## config.mk

```make
export PLATFORM = sky130hd
export DESIGN_NAME = cpu_trace_buffer
export DESIGN_NICKNAME = d
export VERILOG_FILES = /design/src/rtl/cpu_dbg_pkg.sv /design/src/rtl/trace_ram.sv /design/src/rtl/cpu_trace_buffer.sv
export SDC_FILE = /design/constraint.sdc
export NUM_CORES = 2
export LEC_CHECK = 0
export CORE_MARGIN = 4
export CORE_UTILIZATION = 50
export CTS_CLUSTER_DIAMETER = 100
export DETAILED_ROUTE_END_ITERATION = 8
export GPL_TIMING_DRIVEN = 0
export PLACE_DENSITY = 0.72
export RECOVER_POWER = 50
export SYNTH_ARGS = -nofsm -noshare
export SYNTH_HDL_FRONTEND = slang
export SYNTH_HIERARCHICAL = 1
export SYNTH_SLANG_ARGS = --single-unit
```

## constraint.sdc

```tcl
create_clock -name clk -period 10.32 [get_ports clk]
set_clock_uncertainty 0.1 [all_clocks]
set_input_delay 1.032 -clock clk [delete_from_list [all_inputs] [get_ports clk]]
set_output_delay 1.032 -clock clk [all_outputs]
set_load 0.1 [all_outputs]
```

## src/rtl/cpu_dbg_pkg.sv

```systemverilog
// cpu_dbg_pkg: shared debug-block state encodings and width helper
package cpu_dbg_pkg;
  typedef enum logic [1:0] {
    ST_IDLE  = 2'd0,
    ST_ARMED = 2'd1,
    ST_POST  = 2'd2,
    ST_DONE  = 2'd3
  } dbg_state_e;
  function automatic int clog2(input int n);
    int r;
    r = 0;
    while ((1 << r) < n) r++;
    return r;
  endfunction
endpackage

```

## src/rtl/trace_ram.sv

```systemverilog
// trace_ram: sample storage with synchronous write and asynchronous read
module trace_ram #(
  parameter int DEPTH = 16,
  parameter int W     = 128,
  parameter int AW    = 4
) (
  input  logic          clk,
  input  logic          we,
  input  logic [AW-1:0] waddr,
  input  logic [W-1:0]  wdata,
  input  logic [AW-1:0] raddr,
  output logic [W-1:0]  rdata
);
  logic [W-1:0] mem [DEPTH];
  // store one whole sample row per write
  always_ff @(posedge clk) if (we) mem[waddr] <= wdata;
  assign rdata = mem[raddr];
endmodule

```

## src/rtl/cpu_trace_buffer.sv

```systemverilog
// cpu_trace_buffer: pre/post-trigger execution trace capture with word-serial readout
module cpu_trace_buffer
  import cpu_dbg_pkg::*;
#(
  parameter int DATA_W    = 32,
  parameter int DEPTH     = 16,
  parameter int NCH       = 4,
  parameter int POST_TRIG = 8
) (
  input  logic                                    clk,
  input  logic                                    rst,
  input  logic                                    probe_valid,
  input  logic [NCH*DATA_W-1:0]                   probe_data,
  input  logic                                    arm,
  input  logic                                    trig_en,
  input  logic [DATA_W-1:0]                       trig_pc,
  input  logic                                    force_trig,
  output logic                                    rd_valid,
  input  logic                                    rd_ready,
  output logic [DATA_W-1:0]                       rd_data,
  output logic [(NCH > 1 ? clog2(NCH) : 1)-1:0]   rd_ch,
  output logic                                    rd_last,
  output logic [1:0]                              state,
  output logic [clog2(DEPTH+1)-1:0]               fill_count,
  output logic                                    overflow
);
  localparam int AW = clog2(DEPTH);
  localparam int CW = NCH > 1 ? clog2(NCH) : 1;
  localparam int FW = clog2(DEPTH + 1);
  localparam logic [FW-1:0] FULL    = FW'(DEPTH);
  localparam logic [CW-1:0] CH_LAST = CW'(NCH - 1);
  localparam logic [AW-1:0] PT      = AW'(POST_TRIG);
  dbg_state_e state_q, state_d;
  logic [AW-1:0] wr_ptr_q, wr_ptr_d, rd_ptr_q, rd_ptr_d, post_q, post_d;
  logic [CW-1:0] ch_q, ch_d;
  logic [FW-1:0] fill_q, fill_d;
  logic ovf_q, ovf_d, we, trig;
  logic [NCH*DATA_W-1:0] row;
  trace_ram #(.DEPTH(DEPTH), .W(NCH*DATA_W), .AW(AW)) u_ram (
    .clk   (clk),
    .we    (we),
    .waddr (wr_ptr_q),
    .wdata (probe_data),
    .raddr (rd_ptr_q),
    .rdata (row)
  );
  assign trig       = force_trig || (probe_valid && trig_en && probe_data[DATA_W-1:0] == trig_pc);
  assign rd_valid   = state_q == ST_DONE && fill_q != '0;
  assign rd_last    = rd_valid && ch_q == CH_LAST && rd_ptr_q == wr_ptr_q - AW'(1);
  assign rd_data    = rd_valid ? row[ch_q*DATA_W +: DATA_W] : '0;
  assign rd_ch      = rd_valid ? ch_q : '0;
  assign state      = state_q;
  assign fill_count = fill_q;
  assign overflow   = ovf_q;
  // capture/trigger/readout sequencing; readout pointer is seeded on every DONE entry
  always_comb begin
    state_d  = state_q;
    wr_ptr_d = wr_ptr_q;
    rd_ptr_d = rd_ptr_q;
    post_d   = post_q;
    ch_d     = ch_q;
    fill_d   = fill_q;
    ovf_d    = ovf_q;
    we       = 1'b0;
    case (state_q)
      ST_IDLE: if (arm) begin
        state_d  = ST_ARMED;
        fill_d   = '0;
        ovf_d    = 1'b0;
        wr_ptr_d = '0;
      end
      ST_ARMED, ST_POST: begin
        we = probe_valid;
        if (probe_valid) begin
          wr_ptr_d = wr_ptr_q + AW'(1);
          fill_d   = fill_q == FULL ? fill_q : fill_q + FW'(1);
          ovf_d    = ovf_q || fill_q == FULL;
        end
        if (state_q == ST_ARMED && trig) begin
          state_d = POST_TRIG == 0 ? ST_DONE : ST_POST;
          post_d  = PT;
        end else if (state_q == ST_POST && probe_valid) begin
          post_d  = post_q - AW'(1);
          state_d = post_q == AW'(1) ? ST_DONE : ST_POST;
        end
      end
      default: if (arm) begin
        state_d  = ST_ARMED;
        fill_d   = '0;
        ovf_d    = 1'b0;
        wr_ptr_d = '0;
      end else if (fill_q == '0) begin
        state_d = ST_IDLE;
      end else if (rd_ready) begin
        ch_d     = ch_q == CH_LAST ? '0 : ch_q + CW'(1);
        rd_ptr_d = ch_q == CH_LAST ? rd_ptr_q + AW'(1) : rd_ptr_q;
        state_d  = rd_last ? ST_IDLE : ST_DONE;
      end
    endcase
    if (state_d == ST_DONE && state_q != ST_DONE) begin
      rd_ptr_d = wr_ptr_d - fill_d[AW-1:0];
      ch_d     = '0;
    end
  end
  // state and pointer registers
  always_ff @(posedge clk) begin
    if (rst) begin
      state_q  <= ST_IDLE;
      wr_ptr_q <= '0;
      rd_ptr_q <= '0;
      post_q   <= '0;
      ch_q     <= '0;
      fill_q   <= '0;
      ovf_q    <= 1'b0;
    end else begin
      state_q  <= state_d;
      wr_ptr_q <= wr_ptr_d;
      rd_ptr_q <= rd_ptr_d;
      post_q   <= post_d;
      ch_q     <= ch_d;
      fill_q   <= fill_d;
      ovf_q    <= ovf_d;
    end
  end
endmodule

```

Word level (Yosys, flattened, before mapping)
Memories as Yosys holds them, arrays and structs flattened. A register that Yosys moved wholly into a read port is not among the register bits.
Index checks and enable logic that the tools add are counted.
Storage, ports and cells
  memory bits (writable): 2048
  output and inout port bits: 44
  register bits after elaboration: 22
  memories kept: 1
Memory list
  u_ram.mem: depth 16, bits a word 128, rd ports 1, clocked after Yosys merged registers in 1, write ports 1, line trace_ram.sv:14  | logic [W-1:0] mem [DEPTH];
Cells by class
  mux-type cells: 35
  shifts and indexed selects: 1
  reductions and logical operators: 25
  equal/unequal tests: 15
  add/sub/neg operators: 7
  bitwise logic cells: 3
Operators by type and width (count)
  128-bit by 8-bit variable part select with 32-bit output: 1
  4-bit 2-to-1 mux: 13
  32-bit == test: 1
  32-bit 2-to-1 mux: 1
  5-bit 2-to-1 mux: 4
  2-bit 2-to-1 mux: 9
  4-bit by 1-bit adder with 4-bit output (second input constant): 2
  2-bit == test (second input constant): 4
  1-bit logical AND: 8
  2-bit nonzero test: 4
  4-bit by 1-bit subtractor with 4-bit output (second input constant): 2
  1-bit 2-to-1 mux: 7
  2-bit by 1-bit != test with 1-bit output (second input constant): 3
  2-bit != test (second input constant): 3
  5-bit by 1-bit adder with 5-bit output (second input constant): 1
  5-bit == test (second input constant): 1
  5-bit zero test: 1
  5-bit AND reduction: 1
  5-bit nonzero test: 1
  4-bit by 1-bit == test with 1-bit output (second input constant): 1
  4-bit == test: 1
  2-bit one-hot mux with 2 select lines: 1
  2-bit AND reduction: 2
  4-bit AND reduction: 1
  9 further kinds: 13

Logic depth before layout (Yosys ltp)
  depth after elaboration: 15
  mapped depth: 14

Modules after synthesis
Netlist, hierarchy kept.
By module, submodules not included
  trace_ram: area each 76768.6 sq um, sequential area each 61499.0 sq um, times used 1, cells each 3237
  cpu_trace_buffer: area each 2934.1 sq um, sequential area each 440.4 sq um, times used 1, cells each 315

Worst setup path before layout
No wires, ideal clock.
  kind: flip-flop to flip-flop
  from: register state_q[0], in the netlist state[0]
  to: memory u_ram.mem[0][0], enable pin
  stages on the path, launching flop included: 8
  buffers on the path: 1
  clock period less this slack: 11.928 ns
  library setup time: 0.772 ns
  arrival time: 11.056 ns
  data required time: 9.448 ns
  slack: -1.608 ns
  cells stage by stage: dfxtp_1 inv_1 ha_1 buf_2 nand2_1 inv_1 or3b_2 nor3_1
Between the ends
  cells in the longest elaborated chain, start to end: 5
Ends and longest elaborated chain
  from (decl): line cpu_trace_buffer.sv:33  | dbg_state_e state_q, state_d;
  from (signal assigned): line cpu_trace_buffer.sv:116  | state_q <= state_d;
  2-bit by 1-bit == test with 1-bit output or 2-bit == test (tied branches): line cpu_trace_buffer.sv:65  | case (state_q)
  2-bit OR reduction (*): line cpu_trace_buffer.sv:65
  1-bit 2-to-1 mux (*): line cpu_trace_buffer.sv:65
  named net we: line cpu_trace_buffer.sv:37  | logic ovf_q, ovf_d, we, trig;
  1-bit 2-to-1 mux (*): line trace_ram.sv:16  | always_ff @(posedge clk) if (we) mem[waddr] <= wdata;
  1-bit 2-to-1 mux (not written as such) (*): line trace_ram.sv:16
  to (decl): line trace_ram.sv:14
The timed path passes the listed nets; every way through them passes the cells marked *.

==> impl_summary.md <==
Run status
The flow ran to the end, but the final reports show violations. The checks that failed: capacitance limit, slew limit.

Setup path
In this design, the stage delay of the slowest critical-path cell is 1.20 ns. Across all register-to-register paths, the minimum setup slack is 5.74 ns. The critical register-to-register path startpoint is state[0]. By startpoint and endpoint, the worst setup path is classified as register to primary output.

The worst register-to-register path has a depth of 10. The critical path goes through nor2b_1 > buf_1 > clkbuf_1 > a22oi_1 > nand2_1 > mux4_2 > and2_1 > clkdlybuf4s50_1. The endpoint of the worst register-to-register path is u_ram/mem[7][57]. The nature of the critical path endpoint is a primary output. Of all nets on the critical path, the largest fanout is 10. Counting both buffers and inverters, the worst setup path holds a total of 3.

The arrival time at the worst endpoint is 6.07 ns. In this run the worst setup path begins at rd_ptr_q[3]. STA puts the critical path data required time at 9.19 ns. The element type at the critical path start is a register. The gate family responsible for the most delay along the worst path is buffers and inverters. On the critical path, the stage with the largest delay is an instance of sky130_fd_sc_hd__clkdlybuf4s50_1.

Detailed routing
The post-detailed-route via-to-cell ratio is 6.445. The post-detailed-route count of antenna-violating nets is 0. The total wire length is 213300 um. The post-detailed-route wirelength per cell is 33.75 um. For this block, the initial DRC count from the detailed router was 5662.

The post-route DRC violation count is 0. Before antenna repair, the detailed router went through 6 iterations. The routed layout has 40730 vias.

Yosys
Dividing the synthesized area by the synthesized cell count gives 22.44 sq um. Of the total synthesized cell area, the portion taken by full adders, half adders and majority gates is 0.2763%. In the synthesized netlist the async set-or-reset flop fraction comes to 0%. Synthesis handed over a netlist of 3552 instances.

The prevailing post-synth register cell is sky130_fd_sc_hd__edfxtp_1. The post-synthesis cell area is 79700 sq um. During synthesis, Yosys emitted a total of 6 warnings. In this run, synthesis inferred 2048 flip-flops with an integrated enable. The cell type with the highest aggregate area in the netlist is sky130_fd_sc_hd__edfxtp_1. The share of the synthesized area in compound gates (AO/OA/AOI/OAI) is 2.970%. After Yosys synthesis, XOR and XNOR cells account for 0.5604% of the synthesized area. The number of nets in the synthesized netlist is 3736. By area the synthesized netlist is led by sky130_fd_sc_hd__edfxtp_1 77%, sky130_fd_sc_hd__mux4_2 14%, sky130_fd_sc_hd__a22oi_1 2.1%. The netlist uses 52 different library cells. Sequential elements use 77.71% of the synthesized area. By area, the combinational part of the netlist is dominated by multiplexers. The top cell type by area accounts for 77.16% of the synthesized area. The simple-gate portion of the synthesized area is 1.645%. The fraction of synthesized area in multiplexers is 15.52%.

Synthesis inferred 2070 register bits.

Power and ir drop
The maximum ir drop on the vdd rail is 200.8 uV. The total leakage power is 0.02842 uW. Total power for the finished layout comes to 16950 uW.

The total power divided by cell area is 182.0 nW/um^2.

Clock network
Post-CTS repair changed the size of 0 cells. The clock input transition at the sequential cells of the worst setup and hold paths is 0.06 ns. The TritonCTS buffer count is 200.

The root buffer cell chosen for the clock tree is sky130_fd_sc_hd__clkbuf_16. The largest buffer count on any clock path is 3. For the worst-skew pair, the clock arrives at the later sink with an insertion delay of 0.83 ns. In this run, post-CTS hold repair placed 0 buffers. The clock net in this run drives a total of 2070 sinks.

The H-tree generated during clock tree synthesis spans 4 levels. After clock tree synthesis, the setup repair step added 0 buffers. TritonCTS built the clock tree.

Final layout
The area growth from synthesis to final layout is 16.89%. After routing the design area is 93170 sq um. The ratio of cells with drive above 1 in the final layout is 23.22%. After the last flow step, the layout net total stands at 4263. The final core utilization is 58.83%.

Global route
The number of antenna violations at the first check in global routing is 49. The global-route total usage across every layer is 25.68%. After global routing the overflow that remains totals 0. The first-pass GRT wire length is 302900 um. The maximum number of pins on one net before global-route repair is 28. The via count of the first global-routing pass is 40400.

Min path
The worst min-delay path class is register to register. The end of the worst hold path is overflow. Along the worst hold path, the cell count comes to 2. The start point of the worst hold path is overflow.

Die
The die covers 165900 sq um. The number of cell rows is 146. The effective utilization at floorplan is 50.32%. The core box area is 158400 sq um. 211 I/O pins were placed. From bottom edge to top edge, the die measures 407.3 um.

The die boundary width is 407.3 um.

STA
Once routing completed, OpenROAD measured the worst setup slack at 3.121 ns. The final period demand of the worst path is 7.199 ns. The count of final hold-check violations was 0. Setup repair after global routing left no endpoint under its margin. The relative max-transition margin is -16.81%. The pin slew with the least headroom to its limit is 1.746 ns. Of the available clock period, the critical path in the final layout requires 69.76%.

Derived from the worst setup path, the maximum achievable clock frequency is 138.9 MHz. The number of pins with negative max-slew slack in the final report came to 25. The final sum of negative setup slack is 0 ns. The number of setup violations in the final report is 0.

Place
Routability-driven placement finished with a final weighted congestion of 0.8268. Detailed placement ended at an HPWL of 142700 um. The placed instance area is 87060 sq um. Input and output buffers added on the ports amount to 208.

Before CTS, the worst setup slack after placement is 4.231 ns.

Job
The number of max-cap violations is 3.
power breakdown:
part | total, uW | switching, uW | internal (uW)
logic | 761 | 487 | 273
clock network | 6880 | 3000 | 3880
registers | 9310 | 16.6 | 9290
total | 17000 | 3500 | 13400
cell type report:
class / instances / area, sq um
Inverter: 15 / 56.30
Multi-Input combinational cell: 1271 / 16820
Fill cell: 10900 / 65210
Antenna cell: 18 / 45.04
Timing Repair Buffer: 325 / 4624
Buffer: 196 / 988.4
Clock inverter: 95 / 759.5
Sequential cell: 2070 / 61940
Clock buffer: 257 / 5346
Tap cell: 2072 / 2592
worst register-to-register path, stage by stage (launching register included):
cell                       delay, ns
sky130_fd_sc_hd__dfxtp_1        0.51
sky130_fd_sc_hd__inv_1          0.12
sky130_fd_sc_hd__ha_1           0.29
sky130_fd_sc_hd__clkbuf_1       0.30
sky130_fd_sc_hd__nand2_1        0.15
sky130_fd_sc_hd__inv_1          0.29
sky130_fd_sc_hd__nand3b_1       0.29
sky130_fd_sc_hd__nor2_1         1.36
sky130_fd_sc_hd__buf_12         0.32
sky130_fd_sc_hd__buf_12         0.27
sky130_fd_sc_hd__buf_12         0.23
sequential cells by signal, summed over array words and instances, names as in the netlist:
| signal | count |
|---|---|
| ch_q | 2 |
| wr_ptr_q | 4 |
| state | 2 |
| u_ram/mem | 2048 |
| rd_ptr_q | 4 |
| post_q | 4 |
| overflow | 1 |
| fill_count | 5 |
cell usage after synthesis, types with 3 or more instances:
master,count
sky130_fd_sc_hd__a22oi_1,224
sky130_fd_sc_hd__xnor2_1,30
sky130_fd_sc_hd__edfxtp_1,2048
sky130_fd_sc_hd__mux2i_1,87
sky130_fd_sc_hd__nand3_1,9
sky130_fd_sc_hd__and2_1,36
sky130_fd_sc_hd__mux2_4,4
sky130_fd_sc_hd__nand2_1,128
sky130_fd_sc_hd__inv_1,14
sky130_fd_sc_hd__ha_1,16
sky130_fd_sc_hd__dfxtp_1,22
sky130_fd_sc_hd__clkbuf_1,107
sky130_fd_sc_hd__buf_2,50
sky130_fd_sc_hd__o211ai_1,18
sky130_fd_sc_hd__o21ai_0,7
sky130_fd_sc_hd__nand4_1,9
sky130_fd_sc_hd__nor2_1,40
sky130_fd_sc_hd__nor3_1,14
sky130_fd_sc_hd__nand2b_1,6
sky130_fd_sc_hd__nand3b_1,3
sky130_fd_sc_hd__a21oi_1,29
sky130_fd_sc_hd__xor2_1,21
sky130_fd_sc_hd__buf_8,4
sky130_fd_sc_hd__a211oi_1,19
sky130_fd_sc_hd__mux4_2,508
sky130_fd_sc_hd__buf_6,15
sky130_fd_sc_hd__o22ai_1,19
sky130_fd_sc_hd__nor2b_1,14
sky130_fd_sc_hd__buf_4,9
sky130_fd_sc_hd__nor4_1,4
sky130_fd_sc_hd__buf_1,11
worst max-delay path by stage:
stage	endpoint	slack, ns	cells past startpoint
floorplan	u_ram/mem[1][0]	1.85	7
global placement	u_ram/mem[3][69]	-4.72	5
detailed placement	rd_data[24]	4.23	10
CTS	rd_data[23]	3.28	8
global route	rd_data[6]	3.05	10
finish	rd_data[23]	3.12	8
kinds of logic after synthesis:
group / Yosys count
flip-flops: 2070
multiplexers: 599
AO/OA/AOI/OAI: 329
AND/OR/NAND/NOR: 275
buffers and inverters: 211
XOR/XNOR: 51
adder cells (fa/ha/maj): 17
per-layer routing:
metal	global-route usage (%)	share of wire [%]	vias to the layer above
met3	8.022	13	452
met1	35.28	37	21490
met4	9.854	4.3	10
li1	-	-	16170
met5	0	0.026	-
met2	38.99	46	2603
stage by stage:
stage | cells | hold WS, ns
global placement | 5832 | 0.3773
finish | 6319 | 0.3859
detailed placement | 5949 | 0.3788
CTS | 6301 | 0.3933
global route | 6304 | 0.4132
floorplan | 3552 | 0.4426
cells in the final DEF, fill, tap and decap left out, types with 36 or more instances in the layout:
master	count
sky130_fd_sc_hd__mux2i_1	87
sky130_fd_sc_hd__edfxtp_1	2048
sky130_fd_sc_hd__clkdlybuf4s50_1	80
sky130_fd_sc_hd__mux4_2	508
sky130_fd_sc_hd__clkbuf_16	206
sky130_fd_sc_hd__buf_2	49
sky130_fd_sc_hd__nand2_1	128
sky130_fd_sc_hd__clkinv_1	49
sky130_fd_sc_hd__and2_1	36
sky130_fd_sc_hd__buf_16	36
sky130_fd_sc_hd__dlygate4sd3_1	128
sky130_fd_sc_hd__buf_12	67
sky130_fd_sc_hd__a22oi_1	224
sky130_fd_sc_hd__clkbuf_1	160
Power figures use the tool's default switching activity.
